--- config.mk ---
export PLATFORM = sky130hd
export DESIGN_NAME = piso_tx
export DESIGN_NICKNAME = d
export VERILOG_FILES = /design/src/rtl/piso_tx.sv
export SDC_FILE = /design/constraint.sdc
export NUM_CORES = 1
export LEC_CHECK = 0
export ABC_AREA = 0
export CORE_AREA = 2 2 45 67
export DETAILED_ROUTE_END_ITERATION = 10
export DIE_AREA = 0 0 47 69
export HOLD_SLACK_MARGIN = 0.05
export PLACE_DENSITY = 0.67
export SLEW_MARGIN = 30
export SYNTH_ARGS = -nofsm -noshare
export SYNTH_HDL_FRONTEND = slang
export SYNTH_SLANG_ARGS = --single-unit
--- constraint.sdc ---
create_clock -name baud_clk -period 1.4 [get_ports baud_clk]
set_input_delay 0.28 -clock baud_clk [delete_from_list [all_inputs] [get_ports baud_clk]]
set_output_delay 0.28 -clock baud_clk [all_outputs]
set_load 0.01 [all_outputs]
--- src/rtl/piso_tx.sv ---
// piso_tx: UART transmitter that serialises bytes onto data_tx, one bit per baud_clk.
// Each frame is start(0), data LSB first, optional even parity, then stop(1).
// A one-entry holding register accepts the next byte while the current frame
// shifts out, so back-to-back frames leave no idle bit between them.
// Build option: define PISO_PARITY_EN for the 11-bit frame with even parity.
// Without it, the frame is 10 bits with no parity bit.
module piso_tx #(
  parameter int DATA_W = 8
) (
  input  logic              baud_clk,
  input  logic              rst,
  input  logic [DATA_W-1:0] tx_data,
  input  logic              tx_valid,
  output logic              tx_ready,
  output logic              data_tx,
  output logic              active_flag,
  output logic              tx_done
);

`ifdef PISO_PARITY_EN
  localparam int FRAME_W = DATA_W + 3;
`else
  localparam int FRAME_W = DATA_W + 2;
`endif
  localparam logic [3:0] LAST_CNT = 4'(FRAME_W - 1);
  localparam logic [3:0] DATA_END = 4'(DATA_W);

  typedef enum logic [2:0] {
    IDLE,
    START,
    DATA,
`ifdef PISO_PARITY_EN
    PARITY,
`endif
    STOP
  } state_t;

  state_t               state, state_next;
  logic [3:0]           bit_cnt, cnt_next;
  logic [DATA_W-1:0]    hold_reg;
  logic                 hold_full;
  logic [FRAME_W-1:0]   shift_reg;
  logic [FRAME_W-1:0]   frame;
  logic                 load;
  logic                 accept;

  assign tx_ready    = !hold_full;
  assign accept      = tx_valid && !hold_full;
  assign data_tx     = shift_reg[0];
  assign active_flag = (state != IDLE);
  assign tx_done     = (state == STOP);

  // Frame image for the byte in the holding register, start bit in bit 0
  always_comb begin
`ifdef PISO_PARITY_EN
    frame = {1'b1, ^hold_reg, hold_reg, 1'b0};
`else
    frame = {1'b1, hold_reg, 1'b0};
`endif
  end

  // Next state and bit counter; a load starts a new frame from IDLE or the final stop cycle
  always_comb begin
    state_next = state;
    cnt_next   = bit_cnt;
    load       = hold_full && ((state == IDLE) ||
                               ((state == STOP) && (bit_cnt == LAST_CNT)));
    case (state)
      IDLE: begin
        cnt_next = '0;
        if (load) state_next = START;
      end
      START: begin
        state_next = DATA;
        cnt_next   = bit_cnt + 4'd1;
      end
      DATA: begin
        cnt_next = bit_cnt + 4'd1;
        if (bit_cnt == DATA_END) begin
`ifdef PISO_PARITY_EN
          state_next = PARITY;
`else
          state_next = STOP;
`endif
        end
      end
`ifdef PISO_PARITY_EN
      PARITY: begin
        state_next = STOP;
        cnt_next   = bit_cnt + 4'd1;
      end
`endif
      STOP: begin
        cnt_next   = '0;
        state_next = load ? START : IDLE;
      end
      default: begin
        state_next = IDLE;
        cnt_next   = '0;
      end
    endcase
  end

  // State register and bit counter
  always_ff @(posedge baud_clk) begin
    if (rst) begin
      state   <= IDLE;
      bit_cnt <= '0;
    end else begin
      state   <= state_next;
      bit_cnt <= cnt_next;
    end
  end

  // Holding register: filled on accept, emptied when its byte loads into the shifter
  always_ff @(posedge baud_clk) begin
    if (rst) begin
      hold_full <= 1'b0;
      hold_reg  <= '0;
    end else if (load) begin
      hold_full <= 1'b0;
    end else if (accept) begin
      hold_reg  <= tx_data;
      hold_full <= 1'b1;
    end
  end

  // Shifter: bit 0 drives the line; ones fill from the top so the line returns to idle-high after stop
  always_ff @(posedge baud_clk) begin
    if (rst) begin
      shift_reg <= '1;
    end else if (load) begin
      shift_reg <= frame;
    end else if (state != IDLE) begin
      shift_reg <= {1'b1, shift_reg[FRAME_W-1:1]};
    end
  end

endmodule

==> qor.yml, run 1 <==
yosys:
  synth_compound_area_frac: 0.179
  synthSimpleGateAreaFrac: 0.111
  synth_top_family_by_area: "compound AO/OA/AOI/OAI gates"
  avgSynthCellArea_um2: 10.1
  synthDistinctLibCells: 27
  synth.area.mux_share: 0.0881
  synth.yosys.warnings: 0
  syn_nets: 118
  synth_xor_area_frac: 0.0171
  synth_seq_cells: 24
  synth_top_area_share: 0.470
  synth_area_leaders: "dfxtp_1 (47%), mux2i_1 (8.8%), ha_1 (7.3%)"
  synthesis.area_mm2: 0.00102
  synthAdderAreaFrac: 0.0734
  ys_seq_area_frac: 0.470
  syn_inst: 101
  synth_top_cell_by_area: "dfxtp_1"
detailed_routing:
  drt_iter0_markers: 24
  vias: 842
  wirelength_um: 2190
  ant_nets: 0
  firstDrtPassIters: 4
  drc: 0
  vias_per_cell: 5.01
  wl_per_cell_um: 13.1
global_routing:
  grtUsageMet1: 0.174
  met2_usage: 0.216
  grt_pass1_vias: 783
  grtUsageMet3: 0.0262
  grt_first_pass_wirelength_um: 3390
  grt_start_max_net_pins: 23
  grt_busiest_layer: "met2"
  antenna_found_initial: 0
  overflow: 0
  track_usage: 0.139
timing:
  period_needed_ps: 1400
  fmax_mhz: 716
  fin_setup_tns_ps: 0
  drv_slew: 0
  max_slew.worst_pin.slew_ps: 264
  setup_viol: 0
  slew_headroom: 0.824
  worst_slack_ps: 2.69
  grt_setup_unrepaired: "true"
  finalHoldViolations: 0
  post-route-period-util: 0.998
  fin_skew_ps: 2.54
placed_design:
  io_buffers: 14
  post_dp_cell_area_mm2: 0.00133
  gp_congestion: 0.715
  dpl_worst_slack_ps: -129
  dp_hpwl_um: 1500
  dpl.cell_count: 161
finish:
  diodes: 0
  drive_gt1_frac: 0.313
  fin_util: 0.560
  final_cell_mix: "dfxtp_1 (19), nor2_1 (14), buf_4 (13), clkdlybuf4s50_1 (10), mux2i_1 (9)"
  layout_commonest_cell: "dfxtp_1"
  final_area_mm2: 0.00148
  instances_no_fill: 168
  largest_reg_flops: 9
  nNetsFinal: 149
  area_delta_synth_final_pct: 45.2
die:
  start_util: 0.386
  core_mm2: 0.00265
  dieArea_mm2: 0.00324
  num_rows: 23
  die_w_um: 47
  chipHeight_um: 69
  ios: 15
worst_setup_path:
  reg2reg_setup_slack_ps: 3
  crit_fanout: 4
  cp.required_ps: 1560
  worstPathArrival_ps: 1560
  critPathLaunchType: "flip-flop"
  worstSetupPathType: "flip-flop to flip-flop"
  cp-end-kind: "flip-flop"
job:
  cap_violations: 0
power_and_ir_drop:
  power_density_mw_per_mm2: 1960
  peakVddDrop_mv: 1.07
  power.static_leakage_uw: 0.000634
clock_tree:
  cts_tree: "done"
  clock_latency_ps: 270
  cts_root_buffer: "clkbuf_8"
  cts_sinks: 24
  htreeDepth: 1
  numCtsBuffers: 3
  clk_pin_slew_ps: 90
  cts.path.max_buffers: 2
status:
  outcome: "completed"
worst_hold_path:
  hold_class: "flip-flop to flip-flop"
-- what timing repair did --
| item | in CTS | in global routing |
|---|---|---|
| gates resized for setup | 17 | 11 |
| gates cloned | 0 | 1 |
| endpoints found under the setup margin | 16 | 11 |
| pin swaps | 0 | 6 |
| setup buffers | 0 | 2 |
| hold buffers | 0 | 0 |
-- critical path, stage by stage, from the launching register on --
cell	delay [ps]
dfxtp_4	380
inv_4	50
ha_4	160
buf_4	140
o21a_2	240
a221o_1	310
-- cells in the mapped netlist --
cell and n:
dfxtp_1 24, nor2_1 14, inv_1 9, mux2i_1 9
a21o_1 7, a221o_1 6, ha_1 6, a21oi_1 3
buf_2 2, nand2b_1 2, nor2b_1 2, nor3_1 2
a211oi_1 1, a22oi_1 1, a311oi_1 1, and4b_4 1
buf_1 1, buf_6 1, clkbuf_1 1, nand3_1 1
nand3b_1 1, o211ai_1 1, o21a_1 1, o311ai_1 1
o31ai_1 1, xnor2_1 1, xor2_1 1
-- per-stage QoR --
step / power (uW) / hold slack [ps]
after floorplan: 1710 / 427
after global placement: 2010 / 447
after detailed placement: 2060 / 458
after CTS: 2730 / 471
after global routing: 3080 / 501
final: 2900 / 479
-- power by group --
part,switching [uW],internal [uW]
Clock,228,382
Sequential,153,897
Combinational,588,656
Total,969,1930
-- final cells by class --
class / count / area, um^2
Clock buffer: 3 / 41.3
Clock inverter: 1 / 30.0
Fill cell: 246 / 1160
Inverter: 9 / 36.3
Multi-Input combinational cell: 64 / 568
Sequential cell: 24 / 494
Tap cell: 37 / 46.3
Timing Repair Buffer: 30 / 268
-- cell families after synthesis --
kind of cell,Yosys count
adder cells (fa/ha/maj),6
flip-flops,24
XOR/XNOR,2
AND/OR/NAND/NOR,23
buffers and inverters,14
multiplexers,9
AO/OA/AOI/OAI,23
-- final timing paths --
kind                 from           end  cells after the start
min reg2reg  shift_reg[0]  shift_reg[0]                      2
max              state[0]  shift_reg[5]                      5
min          shift_reg[0]  shift_reg[0]                      2
max reg2reg      state[0]  shift_reg[5]                      5
-- metal layers --
layer / wire length [um] / vias up
met5: 0 / -
met4: 51 / 0
met3: 67 / 6
met2: 1150 / 12
met1: 923 / 407
li1: - / 417
No activity file was read; power rests on OpenSTA's default activity.
==> inputs of run 2 (changes only) <==
==> constraint.sdc (replaced) <==
create_clock -name baud_clk -period 1.4 [get_ports baud_clk]
set_input_delay 0.28 -clock baud_clk [delete_from_list [all_inputs] [get_ports baud_clk]]
set_output_delay 0.28 -clock baud_clk [all_outputs]
set_load 0.02 [all_outputs]
==> run 2 against run 1 <==
  * Sequential share of layout area rose by 0.94 points
  * First-iteration DRC count down 50%
  * Count of clock-buffer cells in the layout is 1 higher
  * Total power down 9.4%
  * Via count decreased by 6.8%
  * Die area is the same
  * Cell area fell by 4.5%
  * Non-clock buffer count shrank 3
==> qor.yml, run 2 (same netlist as run 1, synthesis figures left out) <==
finish:
  nNetsFinal: 146  # -2.0%
  instances_no_fill: 165  # -1.8%
  final_area_mm2: 0.00142  # -4.5%
  largest_reg_flops: 9  # unchanged
  diodes: 0  # unchanged
  final_cell_mix: "dfxtp_1 (20), nor2_1 (14), buf_4 (11), clkdlybuf4s50_1 (10), mux2i_1 (9)"
  fillCellCount: 259  # +5.3%
  layout_commonest_cell: "dfxtp_1"
  drive_gt1_frac: 0.250  # -0.0630
  area_delta_synth_final_pct: 38.7
global_routing:
  track_usage: 0.134  # -0.00536
  grt_first_pass_wirelength_um: 3280  # -3.0%
  overflow: 0  # unchanged
  antenna_found_initial: 0  # unchanged
  grt_pass1_vias: 783  # unchanged
  grt_start_max_net_pins: 23  # unchanged
status:
  outcome: "completed"
detailed_routing:
  met1_length_um: 854  # -7.5%
  vias: 785  # -6.8%
  wirelength_um: 1950  # -11%
  wl_per_cell_um: 11.8  # -9.7%
  drt_iter0_markers: 12  # -50%
  firstDrtPassIters: 4  # unchanged
  ant_nets: 0  # unchanged
  drc: 0  # unchanged
  wl_met3_um: 31  # -54%
  met2_length_um: 1030  # -11%
  highest_layer: "met4"
  vias_per_cell: 4.76  # -5.1%
die:
  core_mm2: 0.00265  # unchanged
  chipHeight_um: 69  # unchanged
  dieArea_mm2: 0.00324  # unchanged
  die_w_um: 47  # unchanged
  num_rows: 23  # unchanged
  ios: 15  # unchanged
  start_util: 0.386  # unchanged
worst_hold_path:
  min_delay_path_depth: 2  # unchanged
  hold_class: "flip-flop to flip-flop"
  min_to: "shift_reg[0]"
  hp-start: "shift_reg[1]"
clock_tree:
  clock_latency_ps: 260  # about the same
  cts.path.max_buffers: 2  # unchanged
  htreeDepth: 1  # unchanged
  cts_root_buffer: "clkbuf_8"
  cts_tree: "done"
  clk_pin_slew_ps: 80  # about the same
  numCtsBuffers: 3  # unchanged
  cts_sinks: 24  # unchanged
  cts_hold_buf: 0  # unchanged
worst_setup_path:
  crit_fanout: 5  # +1
  cp-end-kind: "flip-flop"
  worstPathArrival_ps: 1550  # about the same
  reg2reg_setup_slack_ps: 2  # about the same
  r2r-end: "shift_reg[3]"
  crit_start: "state[0]"
  rr_worst_depth: 5  # unchanged
  r2r_start: "state[0]"
  worstSetupPathType: "flip-flop to flip-flop"
  critPathLaunchType: "flip-flop"
  cp.required_ps: 1550  # about the same
power_and_ir_drop:
  finalPower_uw: 2630  # -9.4%
  power_density_mw_per_mm2: 1850  # -5.2%
  peakVddDrop_mv: 0.919  # -15%
  power.static_leakage_uw: 0.000607  # -4.2%
placed_design:
  dp_hpwl_um: 1430  # -4.7%
  dpl.cell_count: 159  # -1.2%
  gp_congestion: 0.713  # -0.29%
  io_buffers: 14  # unchanged
  post_dp_cell_area_mm2: 0.00132  # -1.2%
timing:
  period_needed_ps: 1400  # +0.270 ps
  slew_headroom: 0.795  # -0.0286
  fmax_mhz: 716  # about the same
  whs_ps: 466  # -12.9 ps
  finalHoldViolations: 0  # unchanged
  drv_slew: 0  # unchanged
  max_slew.worst_pin.slew_ps: 308  # +43.5 ps
  grt_setup_unrepaired: "true"
  setup_viol: 0  # unchanged
  post-route-period-util: 0.998  # about the same
  fin_skew_ps: 0.873  # -1.67 ps
job:
  cap_violations: 0  # unchanged
-- run 2: cell count changes in the layout (fill, tap and decap cells not counted), sizes merged --
cell           previous run  this run
buf                      18        14
bufinv                    1         0
clkbuf                    3         4
clkdlybuf4s15             0         1
-- run 2: worst max path at each step --
| stage | cells past startpoint | slack [ps] | end |
|---|---|---|---|
| after floorplan | 5 | -30 | shift_reg[1] |
| after global placement | 4 | -90 | active_flag |
| after detailed placement | 4 | -110 | active_flag |
| after CTS | 5 | 2 | shift_reg[3] |
| after global routing | 5 | -40 | shift_reg[4] |
| final | 5 | 2 | shift_reg[3] |
-- run 2: final cells by class --
cell class | count | area, um^2 | share of cell area
Timing Repair Buffer | 27 | 246 | 0.174
Multi-Input combinational cell | 64 | 551 | 0.388
Sequential cell | 24 | 485 | 0.342
Clock buffer | 4 | 55.1 | 0.0388
Tap cell | 37 | 46.3 | 0.0327
Inverter | 9 | 33.8 | 0.0238
-- run 2: repair_timing --
action | CTS | global route
setup buffers | 2 | 0
endpoints found under the setup margin | 16 | 6
resized for setup | 17 | 0
cloned | 1 | 0
pin swaps | 2 | 0
-- run 2: power by group --
group	switching [uW]	internal, uW
clock	206	251
sequential	122	883
combinational	570	598
-- run 2: through the flow --
step | setup slack (ps) | utilization | setup TNS (ps)
3_3_place_gp | -92.5 | 0.497 | -863
2_1_floorplan | -31.5 | - | -189
3_5_place_dp | -109 | 0.497 | -1320
5_1_grt | -41.1 | 0.535 | -186
6_report | 2.42 | 0.535 | 0
4_1_cts | 1.89 | 0.535 | 0
-- run 2: metal layers --
| metal | global-route usage | vias to the layer above |
|---|---|---|
| met5 | 0 | - |
| met4 | 0.0648 | 0 |
| met3 | 0.0157 | 4 |
| met2 | 0.221 | 9 |
| met1 | 0.162 | 365 |
| li1 | - | 407 |
-- run 2: worst max-delay path: stages, from the launching register on --
cell and delay [ps]:
dfxtp_2 360, inv_1 80, ha_4 170, buf_6 130
o21a_4 230, a221o_1 320
==> inputs of run 3 (changes only) <==
--- a/config.mk
+++ b/config.mk
@@ -6,11 +6,11 @@
 export NUM_CORES = 1
 export LEC_CHECK = 0
 export ABC_AREA = 0
-export CORE_AREA = 2 2 45 67
+export CORE_AREA = 2 2 48 72
 export DETAILED_ROUTE_END_ITERATION = 10
-export DIE_AREA = 0 0 47 69
+export DIE_AREA = 0 0 50 74
 export HOLD_SLACK_MARGIN = 0.05
-export PLACE_DENSITY = 0.67
+export PLACE_DENSITY = 0.6
 export SLEW_MARGIN = 30
 export SYNTH_ARGS = -nofsm -noshare
 export SYNTH_HDL_FRONTEND = slang
==> run 3 against run 2 <==
  * The run now ends with setup timing left
  * Fmax decreased by 3.0%
  * Worst setup slack lost 43 ps
  * Sequential share of layout area shrank 0.97 points
  * First-iteration DRC count is 17% lower
  * Cell count increased by 4.2%
  * Total power up 6.5%
  * Largest cell class unchanged
  * Highest routed layer unchanged
==> qor.yml, run 3 (same netlist as run 1, synthesis figures left out) <==
finish:
  final_area_mm2: 0.00146  # +3.2%
  instances_no_fill: 172  # +4.2%
  final_cell_mix: "dfxtp_1 (21), buf_4 (17), nor2_1 (14), clkdlybuf4s50_1 (10), mux2i_1 (9)"
  layout_commonest_cell: "dfxtp_1"
  nNetsFinal: 150  # +2.7%
  drive_gt1_frac: 0.288  # +0.0379
  area_delta_synth_final_pct: 43.1
  largest_reg_flops: 9  # unchanged
  diodes: 0  # unchanged
placed_design:
  dp_hpwl_um: 1590  # +11%
  gp_congestion: 0.695  # -2.5%
  dpl_worst_slack_ps: -120  # -10.7 ps
  io_buffers: 14  # unchanged
  post_dp_cell_area_mm2: 0.00133  # +1.0%
  dpl.cell_count: 165  # +3.8%
detailed_routing:
  ant_nets: 0  # unchanged
  wirelength_um: 2330  # +20%
  wl_per_cell_um: 13.5  # +15%
  drc: 0  # unchanged
  drt_iter0_markers: 10  # -2
  firstDrtPassIters: 4  # unchanged
  vias: 828  # +5.5%
  vias_per_cell: 4.81  # +1.2%
clock_tree:
  clock_latency_ps: 270  # about the same
  htreeDepth: 1  # unchanged
  cts_sinks: 24  # unchanged
  cts_hold_buf: 0  # unchanged
  cts_tree: "done"
  clk_pin_slew_ps: 90  # about the same
  numCtsBuffers: 3  # unchanged
  cts_root_buffer: "clkbuf_8"
  cts.path.max_buffers: 2  # unchanged
timing:
  finalHoldViolations: 0  # unchanged
  post-route-period-util: 1.03  # +0.0304
  worst_slack_ps: -40.2  # -42.6 ps
  drv_slew: 0  # unchanged
  period_needed_ps: 1440  # +42.6 ps
  whs_ps: 481  # +14.8 ps
  slew_headroom: 0.805  # +0.0105
  grt_setup_unrepaired: "true"
  fin_skew_ps: 5.36  # +4.49 ps
  setup_viol: 7  # +7
  max_slew.worst_pin.slew_ps: 291  # -16.3 ps
  fmax_mhz: 694  # -3.0%
die:
  ios: 15  # unchanged
  dieArea_mm2: 0.00370  # +14%
  start_util: 0.330  # -0.0560
  die_w_um: 50  # +6.4%
  core_mm2: 0.00310  # +17%
  chipHeight_um: 74  # +7.2%
  num_rows: 25  # +8.7%
job:
  cap_violations: 0  # unchanged
worst_setup_path:
  crit_fanout: 5  # unchanged
  worstPathArrival_ps: 1600  # +50 ps
  cp.required_ps: 1560  # about the same
  critPathLaunchType: "flip-flop"
  crit_buf_inv: 0  # -2
  slowest_delay_ps: 370  # about the same
  crit_start: "state[1]"
  path_cells: "ha_4 -> and4b_4 -> o21a_4 -> a221o_1"
  rr_worst_depth: 4  # -1
  cpMaxStageDelayCell: "dfxtp_4"
  crit_cells: 4  # -1
  worstSetupPathType: "flip-flop to flip-flop"
  r2r_start: "state[1]"
  cp-end-kind: "flip-flop"
  cp_top_family: "compound AO/OA/AOI/OAI gates"
status:
  outcome: "finished with violations"
  violations: "setup timing"
worst_hold_path:
  min_delay_path_depth: 2  # unchanged
  hold_class: "flip-flop to flip-flop"
  hp-start: "shift_reg[0]"
global_routing:
  track_usage: 0.143  # +0.00885
  grt_start_max_net_pins: 14  # -39%
  grt_pass1_vias: 933  # +19%
  overflow: 0  # unchanged
  grt_first_pass_wirelength_um: 4000  # +22%
  antenna_found_initial: 0  # unchanged
power_and_ir_drop:
  power_density_mw_per_mm2: 1910  # +3.2%
  peakVddDrop_mv: 0.893  # -2.8%
  power.static_leakage_uw: 0.000626  # +3.0%
[run 3: layout make-up]
type,instances,area [um^2]
timing repair buffer,31,267
clock buffer,4,55.1
tap,40,50.0
inverter,9,33.8
fill,286,1630
multi-input combinational,64,571
sequential,24,487
[run 3: worst reg2reg max path, cell delays in order (launching register included)]
cell	delay (ps)
dfxtp_4	370
ha_4	170
and4b_4	240
o21a_4	230
a221o_1	340
[run 3: path summary, 6_finish.rpt]
| path | end | slack [ps] |
|---|---|---|
| hold / removal | shift_reg[0] | 480 |
| setup / recovery | shift_reg[2] | -40 |
| setup reg to reg | shift_reg[2] | -40 |
| hold reg to reg | shift_reg[0] | 480 |
[run 3: routing by layer]
layer  global-route usage  vias to the layer above  part of all wire
li1                     -                      414                 -
met1                0.152                      398              0.42
met3               0.0221                        5             0.018
met2                0.263                       11              0.54
met5                    0                        -                 0
met4               0.0833                        0             0.021
[run 3: metrics by stage]
| step | total power, uW | util | setup TNS (ps) |
|---|---|---|---|
| after CTS | 2720 | 0.463 | -140 |
| after detailed placement | 2120 | 0.429 | -1500 |
| final | 2800 | 0.472 | -112 |
| after global routing | 2990 | 0.472 | -386 |
| after floorplan | 1740 | - | -189 |
| after global placement | 2070 | 0.429 | -955 |
[run 3: timing repair]
item                                    CTS  global route
resized for setup                        17             5
endpoints found under the setup margin   16            11
pin swaps                                 4             1
buffers inserted                          2             1
cloned                                    1             0
[run 3: power breakdown]
part | total [uW] | switching [uW] | internal (uW)
clock network | 470 | 219 | 251
registers | 1010 | 125 | 885
logic | 1320 | 642 | 677
